`src/rtl/led_panel_scan_ctrl.sv`:
```
// Row-scan sequencer for a 1-bit-per-colour LED panel: fetches pixel bits from a
// 1-cycle-latency frame buffer, shifts them out, then blanks, latches, steps the row and dwells.
module led_panel_scan_ctrl #(
    parameter int COLS        = 32,
    parameter int ROWS        = 16,
    parameter int HOLD_CYCLES = 16,
    parameter int AW          = $clog2(ROWS) + $clog2(COLS)
) (
    input  logic          clk,
    input  logic          reset_n,
    input  logic          enable,
    output logic [AW-1:0] pix_addr,
    input  logic [2:0]    pix_rgb,
    output logic          red_out,
    output logic          green_out,
    output logic          blue_out,
    output logic          sclk_out,
    output logic          latch_out,
    output logic          blank_out,
    output logic          aclk_out,
    output logic          arst_out,
    output logic          busy,
    output logic          frame_done
);

    localparam int CW = $clog2(COLS);
    localparam int RW = $clog2(ROWS);
    localparam int HW = (HOLD_CYCLES > 1) ? $clog2(HOLD_CYCLES) : 1;
    localparam logic [HW-1:0] HOLD_LAST = HW'((HOLD_CYCLES > 0) ? HOLD_CYCLES - 1 : 0);
    localparam logic [CW-1:0] COL_LAST  = CW'(COLS - 1);
    localparam logic [RW-1:0] ROW_LAST  = RW'(ROWS - 1);

    typedef enum logic [2:0] {
        IDLE, PREFETCH, SHIFT_LO, SHIFT_HI, BLANK, LATCH, ROWSTEP, HOLD
    } state_t;

    state_t        state;
    logic [RW-1:0] row;
    logic [CW-1:0] col;
    logic [HW-1:0] hold_cnt;

    logic [RW-1:0] row_inc;
    logic [CW-1:0] col_inc;
    logic [CW-1:0] col_inc2;

    assign row_inc  = row + 1'b1;
    assign col_inc  = col + 1'b1;
    assign col_inc2 = col + CW'(2);

    // The address for a column is presented one cycle before the data is needed, so the
    // read for column c+1 is issued as column c enters SHIFT_LO, and the next row's
    // column 0 is issued on entry to ROWSTEP (IDLE parks the address at row 0, column 0).
    always_ff @(posedge clk) begin
        if (!reset_n) begin
            state      <= IDLE;
            row        <= '0;
            col        <= '0;
            hold_cnt   <= '0;
            pix_addr   <= '0;
            red_out    <= 1'b0;
            green_out  <= 1'b0;
            blue_out   <= 1'b0;
            sclk_out   <= 1'b0;
            latch_out  <= 1'b0;
            blank_out  <= 1'b1;
            aclk_out   <= 1'b0;
            arst_out   <= 1'b0;
            busy       <= 1'b0;
            frame_done <= 1'b0;
        end else begin
            latch_out  <= 1'b0;
            aclk_out   <= 1'b0;
            arst_out   <= 1'b0;
            frame_done <= 1'b0;
            case (state)
                IDLE: begin
                    if (enable) begin
                        state <= PREFETCH;
                        busy  <= 1'b1;
                    end
                end
                PREFETCH: begin
                    state                            <= SHIFT_LO;
                    col                              <= '0;
                    {red_out, green_out, blue_out}   <= pix_rgb;
                    pix_addr                         <= {row, col_inc};
                end
                SHIFT_LO: begin
                    state    <= SHIFT_HI;
                    sclk_out <= 1'b1;
                end
                SHIFT_HI: begin
                    sclk_out <= 1'b0;
                    if (col == COL_LAST) begin
                        col       <= '0;
                        state     <= BLANK;
                        blank_out <= 1'b1;
                    end else begin
                        col                            <= col_inc;
                        state                          <= SHIFT_LO;
                        {red_out, green_out, blue_out} <= pix_rgb;
                        pix_addr                       <= {row, col_inc2};
                    end
                end
                BLANK: begin
                    state      <= LATCH;
                    latch_out  <= 1'b1;
                    frame_done <= (row == ROW_LAST);
                end
                LATCH: begin
                    state    <= ROWSTEP;
                    arst_out <= (row == '0);
                    aclk_out <= (row != '0);
                    pix_addr <= {row_inc, {CW{1'b0}}};
                end
                ROWSTEP: begin
                    if (HOLD_CYCLES > 0) begin
                        row       <= row_inc;
                        state     <= HOLD;
                        hold_cnt  <= HOLD_LAST;
                        blank_out <= 1'b0;
                    end else if (enable) begin
                        row   <= row_inc;
                        state <= PREFETCH;
                    end else begin
                        row       <= '0;
                        state     <= IDLE;
                        blank_out <= 1'b1;
                        busy      <= 1'b0;
                        pix_addr  <= '0;
                    end
                end
                HOLD: begin
                    if (hold_cnt != '0) begin
                        hold_cnt <= hold_cnt - 1'b1;
                    end else if (enable) begin
                        state <= PREFETCH;
                    end else begin
                        row       <= '0;
                        state     <= IDLE;
                        blank_out <= 1'b1;
                        busy      <= 1'b0;
                        pix_addr  <= '0;
                    end
                end
                default: state <= IDLE;
            endcase
        end
    end

endmodule

```
`config.mk`:
```
export PLATFORM = sky130hd
export DESIGN_NAME = led_panel_scan_ctrl
export DESIGN_NICKNAME = d
export VERILOG_FILES = /design/src/rtl/led_panel_scan_ctrl.sv
export SDC_FILE = /design/constraint.sdc
export NUM_CORES = 1
export LEC_CHECK = 0
export BUFFER_PORTS_ARGS = -buffer_cell sky130_fd_sc_hd__buf_4
export CAP_MARGIN = 20
export CORE_MARGIN = 2
export CORE_UTILIZATION = 60
export CTS_CLUSTER_DIAMETER = 40
export CTS_CLUSTER_SIZE = 30
export DETAILED_ROUTE_END_ITERATION = 8
export PLACE_DENSITY = 0.83
export SKIP_LAST_GASP = 1
export SYNTH_ARGS = -nofsm -noshare
export SYNTH_HDL_FRONTEND = slang
export SYNTH_SLANG_ARGS = --single-unit
```
`constraint.sdc`:
```
create_clock -name clk -period 2.55 [get_ports clk]
set_input_delay 0.255 -clock clk [delete_from_list [all_inputs] [get_ports clk]]
set_output_delay 0.255 -clock clk [all_outputs]
set_load 0.05 [all_outputs]
```
-- After elaboration in Yosys (flattened, before gate mapping)
Index checks and enable logic that the tools add are counted.
- input bits: 6
- register bits: 35
- output and inout bits: 19
- word-level logic and storage cells: 85
- eq/ne operators: 15
- $add $sub $neg: 4
- reduce and logical (&&, ||, !) cells: 19
- multiplexer cells: 32
- operators by type and width (cell ; count):
    $pmux 9 s4 ; 1
    $mux 9 ; 3
    $pmux 3 s8 ; 1
    $pmux 4 s2 ; 2
    $eq 3x3->1 const B ; 4
    $mux 4 ; 3
    $ne 2x2->1 const B ; 6
    $reduce_and 4->1 ; 3
    $reduce_bool 4->1 ; 3
    $mux 1 ; 11
    $pmux 1 s2 ; 5
    $pmux 5 s2 ; 1
    $reduce_and 2->1 ; 5
    $mux 3 ; 3
    $reduce_bool 2->1 ; 4
    $eq 3x2->1 const B ; 2
    $add 5x1->5 const B ; 1
    $add 5x2->5 const B ; 1
    $eq 5x5->1 const B ; 1
    $mux 5 ; 1
    $add 4x1->4 const B ; 1
    $eq 4x4->1 const B ; 1
    $logic_not 4->1 ; 1
    $sub 4x1->4 const B ; 1
    other kinds (5) ; 5

-- Logic depth before layout (Yosys ltp)
Gate-level depths: netlist of run 1.
- depth in word-level cells: 3
- depth in mapped cells: 9
- mapped depth without buffers: 7

-- Least setup slack after synthesis of run 1
No wires, ideal clock.
- kind: register -> register
- from: register col[1]
- to: register pix_addr[0]
- setup slack: 811 ps
- data arrival time: 1623 ps
- required time: 2434 ps
- cell stages (with the launch flop): 9
- setup time: 116 ps
- path through: dfxtp_1 ha_1 and3_1 ha_1 inv_1 o221a_1 buf_6 buf_12 o211a_1
- longest elaborated chain between the ends: 3
- ends and longest elaborated chain (what ; RTL line ; RTL):
    from (decl) ; 39 ; logic [CW-1:0] col;
    from (signal assigned) ; 99 ; col <= col_inc;
    $eq 5x5->1 ; 94 ; if (col == COL_LAST) begin
    $ne 2x2->1 (no line) ; n/a ;
    $reduce_and 4->1 (no line) ; n/a ;
    to (signal assigned) ; 86 ; pix_addr <= {row, col_inc};
    to (signal assigned) ; 102 ; pix_addr <= {row, col_inc2};
    to (signal assigned) ; 114 ; pix_addr <= {row_inc, {CW{1'b0}}};
    to (decl) ; 12 ; output logic [AW-1:0] pix_addr,
Every way passes these cells.
A chain may end at the register's enable or synchronous reset.

-- Worst setup path in the final report of run 1
- from: register col[0]
- to: register pix_addr[2]
- longest elaborated chain between the ends: 3
- elaborated cells on any way between the ends: 7
- ends and longest elaborated chain (what ; RTL line):
    $add 5x2->5 or $eq 5x5->1 (tied branches) ; 48, 94
    $mux 9 or $ne 2x2->1 (tied branches) ; n/a
    $pmux 9 s4 or $reduce_and 4->1 (tied branches) ; n/a
Parallel ways exist; a longest one is shown, timed or not. The select of a mux whose other input is x is not followed.

==> results.sh, run 1 <==
export IMPL_cp_end_kind="flip-flop"
export IMPL_postCtsSetupBuffers=0
export IMPL_switching_share=0.297
export IMPL_slew_viol_final=0
export IMPL_cts_clk_slew_worst_paths_ps=100
export IMPL_cts_buffer_depth=2
export IMPL_p_sw_uw=304
export IMPL_place_gp_congestion=0.835
export IMPL_p_int_uw=719
export IMPL_final_util=0.698
export IMPL_min_period_ps=2210
export IMPL_setup_viol=0
export IMPL_htree_num_levels=2
export IMPL_syn_inst=206
export IMPL_crit_cells=7
export IMPL_hp_class="in -> reg"
export IMPL_ys_ff_latch=35
export IMPL_crit_family="compound AO/OA/AOI/OAI gates"
export IMPL_grt_pass1_wl_mm=6.09
export IMPL_cpMostUsedCell="ha_1"
export IMPL_p_seq_frac=0.578
export IMPL_reg2reg_from="col[0]"
export IMPL_num_rows=19
export IMPL_crit_type="reg -> reg"
export IMPL_slew_headroom=0.507
export IMPL_path_cells="ha_1 -> and3_1 -> ha_1 -> inv_1 -> o221a_1 -> o21ai_0 -> o211a_1"
export IMPL_cts_root_buffer="clkbuf_4"
export IMPL_layout_commonest_cell="dfxtp_1"
export IMPL_r2r_end="pix_addr[2]"
export IMPL_clockPowerShare=0.258
export IMPL_clock_fmax_ghz=0.453
export IMPL_maxCapViolCount=0
export IMPL_cp_start_kind="flip-flop"
export IMPL_grt_max_degree=24
export IMPL_avgSynthCellArea_um2=8.68
export IMPL_slowest_delay_ps=560
export IMPL_cts_buffers=5
export IMPL_floorplan_initialDensity=0.637
export IMPL_period_share=0.866
export IMPL_yosysSeqAreaShare=0.392
export IMPL_combPwrFrac=0.164
export IMPL_final_hold_violation_count=0
export IMPL_holdBufCountCts=0
export IMPL_hold_slack_ps=167
export IMPL_ctsResizeCount=0
export IMPL_gr_total_overflow=0
export IMPL_cts_tree="done"
export IMPL_run_status="finished with violations"
export IMPL_endpoint="pix_addr[2]"
export IMPL_ioPinCount=25
export IMPL_synth_nets=218
export IMPL_tightest_slew_ps=739
export IMPL_antenna_found_initial=0
export IMPL_rsz0062_at_grt="false"
export IMPL_clk_latency_ps=320
export IMPL_die_h_um=58.6
export IMPL_violations="DRC"
export IMPL_dr_pass1_iters=6
export IMPL_vias_per_cell=5.95
export IMPL_ir_drop_v=0.000416
export IMPL_p_per_area_mw_per_mm2=522
export IMPL_reg2reg_depth=7
export IMPL_io_buffer_count=24
export IMPL_dieWidth_um=58.6
export IMPL_wirelength_mm=3.63
export IMPL_crit_start="col[0]"
export IMPL_first_global_vias=1350
export IMPL_regToRegSetupSlack_ps=340
export IMPL_layout_drive_gt1_share=0.174
export IMPL_wl_per_cell_um=14.2
export IMPL_worstPathArrival_ps=2440
export IMPL_hpwl_mm=2.58
export IMPL_yosysWarnings=0
export IMPL_drc=2
export IMPL_nets=237
export IMPL_fp_dieArea_mm2=0.00343
export IMPL_synthToLayoutAreaGrowth_pct=9.59
export IMPL_core_region_area_mm2=0.00281
export IMPL_worstPathMaxFanout=18
export IMPL_final_setup_tns_ps=0
export IMPL_critical_path_buf_inv_count=1
export IMPL_drt_iter0_markers=94
export IMPL_ys_types=47
export IMPL_worstPathRequired_ps=2780
export IMPL_vias=1518
export IMPL_syn_cell_area_mm2=0.00179
export IMPL_clkSinkCount=35
export IMPL_num_antenna_cells=0
export IMPL_groute_usage_overall=0.230
export IMPL_fin_skew_ps=10.7
export IMPL_cp_slowest_cell="o221a_1"
export IMPL_leakage_nw=0.835
export IMPL_postRouteAntennaNets=0
export IMPL_final_cell_mix="dfxtp_1, nor2_1, buf_4, a21oi_1, o21ai_0"
-- worst reg2reg max path, stage by stage, from the launching register on --
cell and delay, ps:
dfxtp_1 400, ha_1 280, and3_1 200, ha_1 220
inv_1 60, o221a_1 560, o21ai_0 220, o211a_1 170
-- power groups by stage --
stage	Clock (mW)	Combinational (mW)	Sequential, mW
floorplan	0	0.0847	0.649
global placement	0	0.163	0.602
detailed placement	0	0.167	0.603
CTS	0.269	0.167	0.591
global route	0.289	0.180	0.594
finish	0.264	0.167	0.591
-- logic make-up (layout without fill, tap and decap cells) --
family          after synthesis  after routing  synth area share
mux                           5              5            0.0280
fa+ha+maj                     6              6            0.0420
xor+xnor                      3              3            0.0147
buf+inv                      21             39            0.0707
flops                        35             35             0.392
compound gates               63             63             0.227
simple gates                 73             73             0.226
-- Yosys cell counts (all sizes together) --
cell     number  area share
o311a         1      0.0056
nand3         5       0.014
a311oi        3       0.018
a22oi         2      0.0084
or4b          2       0.015
nand4b        1      0.0049
nand2        12       0.029
ha            6       0.042
and3          2      0.0070
and4          2      0.0098
inv           8       0.017
and2          3       0.010
o221a         1      0.0063
nand4         1      0.0035
a21o          1      0.0042
a211oi        4       0.017
nand2b        3       0.010
dfxtp        35        0.39
a21oi        23       0.066
clkbuf        4      0.0084
mux2i         5       0.028
a31o          1      0.0049
nor4b         1       0.013
nor3          3      0.0084
xnor2         1      0.0049
or2b          1      0.0042
nor3b         2      0.0084
a31oi         4       0.017
nor4          1      0.0035
nor2         27       0.057
nor2b         1      0.0035
buf           9       0.045
o211a         3       0.017
xor2          2      0.0098
a2bb2oi       1      0.0049
or3           3       0.010
o21ai        18       0.052
o211ai        1      0.0042
nand3b        3       0.013
-- layer usage --
| metal | part of all wire | global-route usage | routed length (um) | up-vias |
|---|---|---|---|---|
| met5 | 0 | 0 | 0 | - |
| met4 | 0.0047 | 0.0487 | 17 | 0 |
| met3 | 0.058 | 0.0615 | 212 | 3 |
| met2 | 0.45 | 0.356 | 1630 | 51 |
| met1 | 0.49 | 0.326 | 1770 | 683 |
| li1 | - | - | - | 781 |
-- sequential cells by signal, summed over array words and instances (netlist names), 3 cells and up --
register / flops
pix_addr: 9
state: 3
row: 4
hold_cnt: 4
col: 5
-- per-stage QoR --
stage               area [um2]  setup slack, ps  std cells  power (mW)
finish                    1960              341        255        1.02
global route              1960              101        255        1.06
CTS                       1960              359        255        1.03
detailed placement        1920              393        249       0.770
global placement          1920              484        249       0.765
floorplan                 1790              811        206       0.733
-- cell type report --
class,count,area (um2)
multi-input combinational,150,961
fill,232,846
sequential,35,701
timing repair buffer,25,188
clock buffer,6,41.3
tap,31,38.8
inverter,8,30.0
-- how the worst min path moves through the flow --
| stage | startpoint | end | slack (ps) | depth (start not counted) |
|---|---|---|---|---|
| 4_1_cts | pix_rgb[1] | green_out | 170 | 3 |
| 3_3_place_gp | blank_out | blank_out | 470 | 2 |
| 3_5_place_dp | blank_out | blank_out | 480 | 2 |
| 5_1_grt | pix_rgb[2] | red_out | 170 | 3 |
| 2_1_floorplan | pix_rgb[0] | blue_out | 400 | 2 |
| 6_report | pix_rgb[0] | blue_out | 170 | 3 |
Note: power is estimated with default switching activity, not from simulation.
==> run 2, diff against run 1 <==
CORE_UTILIZATION = 45   (was 60)
PLACE_DENSITY = 0.65   (was 0.83)
==> run 2 against run 1 <==
Effect of this change: the run now ends clean; hold slack better by 43 ps; sequential power down 0.7%; via count down 1.7%; critical path depth unchanged; clock power up 65%; die area up 31%; register-to-register slack better by 20 ps; power up 17%; clock-buffer cell count up 2; critical path type unchanged.
==> results.sh, run 2 (same netlist as run 1, synthesis figures left out) <==
export IMPL_num_rows=22
export IMPL_postCtsSetupBuffers=0
export IMPL_cts_tree="done"
export IMPL_worstPathRequired_ps=2730
export IMPL_p_seq_frac=0.491
export IMPL_placed_cell_area_mm2=0.00195
export IMPL_fp_dieArea_mm2=0.00449
export IMPL_period_share=0.858
export IMPL_setup_slack_ps=362
export IMPL_worstPathArrival_ps=2370
export IMPL_hold_start="pix_rgb[1]"
export IMPL_vias=1492
export IMPL_run_status="finished clean"
export IMPL_clk_latency_ps=290
export IMPL_cts_buffers=5
export IMPL_floorplan_initialDensity=0.478
export IMPL_maxCapViolCount=0
export IMPL_hold_slack_ps=210
export IMPL_pre_cts_ws_ps=373
export IMPL_crit_type="reg -> reg"
export IMPL_reg_top3="pix_addr: 9 flops, col: 5 flops"
export IMPL_design_area_mm2=0.00205
export IMPL_place_gp_congestion=0.824
export IMPL_cts_clk_slew_worst_paths_ps=70
export IMPL_vias_per_cell=5.43
export IMPL_p_per_area_mw_per_mm2=584
export IMPL_drt_iter0_markers=93
export IMPL_clock_fmax_ghz=0.457
export IMPL_htree_num_levels=2
export IMPL_leakage_nw=0.868
export IMPL_die_h_um=67.0
export IMPL_ioPinCount=25
export IMPL_cts_buffer_depth=2
export IMPL_crit_start="col[0]"
export IMPL_p_int_uw=869
export IMPL_ir_drop_v=0.000332
export IMPL_gr_total_overflow=0
export IMPL_dr_pass1_iters=4
export IMPL_num_antenna_cells=0
export IMPL_setup_viol=0
export IMPL_nets=238
export IMPL_p_sw_uw=326
export IMPL_layout_drive_gt1_share=0.185
export IMPL_final_cell_mix="dfxtp_1, nor2_1, buf_4, a21oi_1, o21ai_0"
export IMPL_clockPowerShare=0.364
export IMPL_hp_class="in -> reg"
export IMPL_holdBufCountCts=0
export IMPL_wirelength_mm=3.70
export IMPL_grt_pass1_wl_mm=6.64
export IMPL_io_buffer_count=24
export IMPL_final_setup_tns_ps=0
export IMPL_cp_start_kind="flip-flop"
export IMPL_p_total_mw=1.20
export IMPL_first_global_vias=1481
export IMPL_switching_share=0.273
export IMPL_worstPathMaxFanout=18
export IMPL_reg2reg_from="col[0]"
export IMPL_hpwl_mm=2.68
export IMPL_cts_root_buffer="clkbuf_8"
export IMPL_rsz0062_at_grt="false"
export IMPL_regMostFlops="pix_addr"
export IMPL_tightest_slew_ps=756
export IMPL_grt_max_degree=24
export IMPL_combPwrFrac=0.145
export IMPL_ctsResizeCount=0
export IMPL_dieWidth_um=67.0
export IMPL_antenna_found_initial=0
export IMPL_cp_end_kind="flip-flop"
export IMPL_groute_usage_overall=0.196
export IMPL_drc=0
export IMPL_wl_per_cell_um=13.4
export IMPL_postRouteAntennaNets=0
export IMPL_layout_commonest_cell="dfxtp_1"
export IMPL_slew_headroom=0.495
export IMPL_min_period_ps=2190
export IMPL_clkSinkCount=35
export IMPL_final_hold_violation_count=0
export IMPL_core_region_area_mm2=0.00374
export IMPL_fin_skew_ps=6.85
export IMPL_largest_register_ffs=9
export IMPL_synthToLayoutAreaGrowth_pct=14.5
export IMPL_slew_viol_final=0
## run 2: changes by cell type in the layout (fill, tap and decap cells not counted)
cell      previous run  this run
clkbuf_8             0         7
clkbuf_4             5         0
buf_4               25        26
## run 2: final timing paths
kind / to / slack, ps / cells past startpoint
worst min-delay path: green_out / 210 / 3
worst min register to register: green_out / 500 / 2
worst max register to register: pix_addr[2] / 360 / 7
worst max-delay path: pix_addr[2] / 360 / 7
## run 2: power groups by stage
stage / Combinational, mW / Sequential (mW) / Clock (mW)
2_1_floorplan: 0.0847 / 0.649 / 0
3_3_place_gp: 0.171 / 0.599 / 0
6_report: 0.173 / 0.587 / 0.435
5_1_grt: 0.189 / 0.591 / 0.470
3_5_place_dp: 0.173 / 0.600 / 0
4_1_cts: 0.174 / 0.587 / 0.450
## run 2: stage by stage
| stage | util | instances |
|---|---|---|
| 2_1_floorplan | - | 206 |
| 3_3_place_gp | 0.520 | 267 |
| 3_5_place_dp | 0.520 | 267 |
| 4_1_cts | 0.547 | 275 |
| 5_1_grt | 0.547 | 275 |
| 6_report | 0.547 | 275 |
## run 2: worst max-delay path, cell delays in order, from the launching register on
cell and delay, ps:
dfxtp_1 390, ha_1 280, and3_1 200, ha_1 220, inv_1 70, o221a_1 570
o21ai_0 190, o211a_1 170
## run 2: metal layers
metal	vias to the layer above	track usage	part of all wire
met5	-	0	0
met4	0	0.0714	0.014
met3	7	0.0507	0.055
met2	36	0.322	0.45
met1	664	0.245	0.48
li1	785	-	-
## run 2: final cells by class
class                           count  area, um2
Multi-Input combinational cell    150        961
Fill cell                         363       1700
Clock buffer                        8        100
Sequential cell                    35        701
Timing Repair Buffer               26        195
Tap cell                           48       60.1
Inverter                            8       30.0
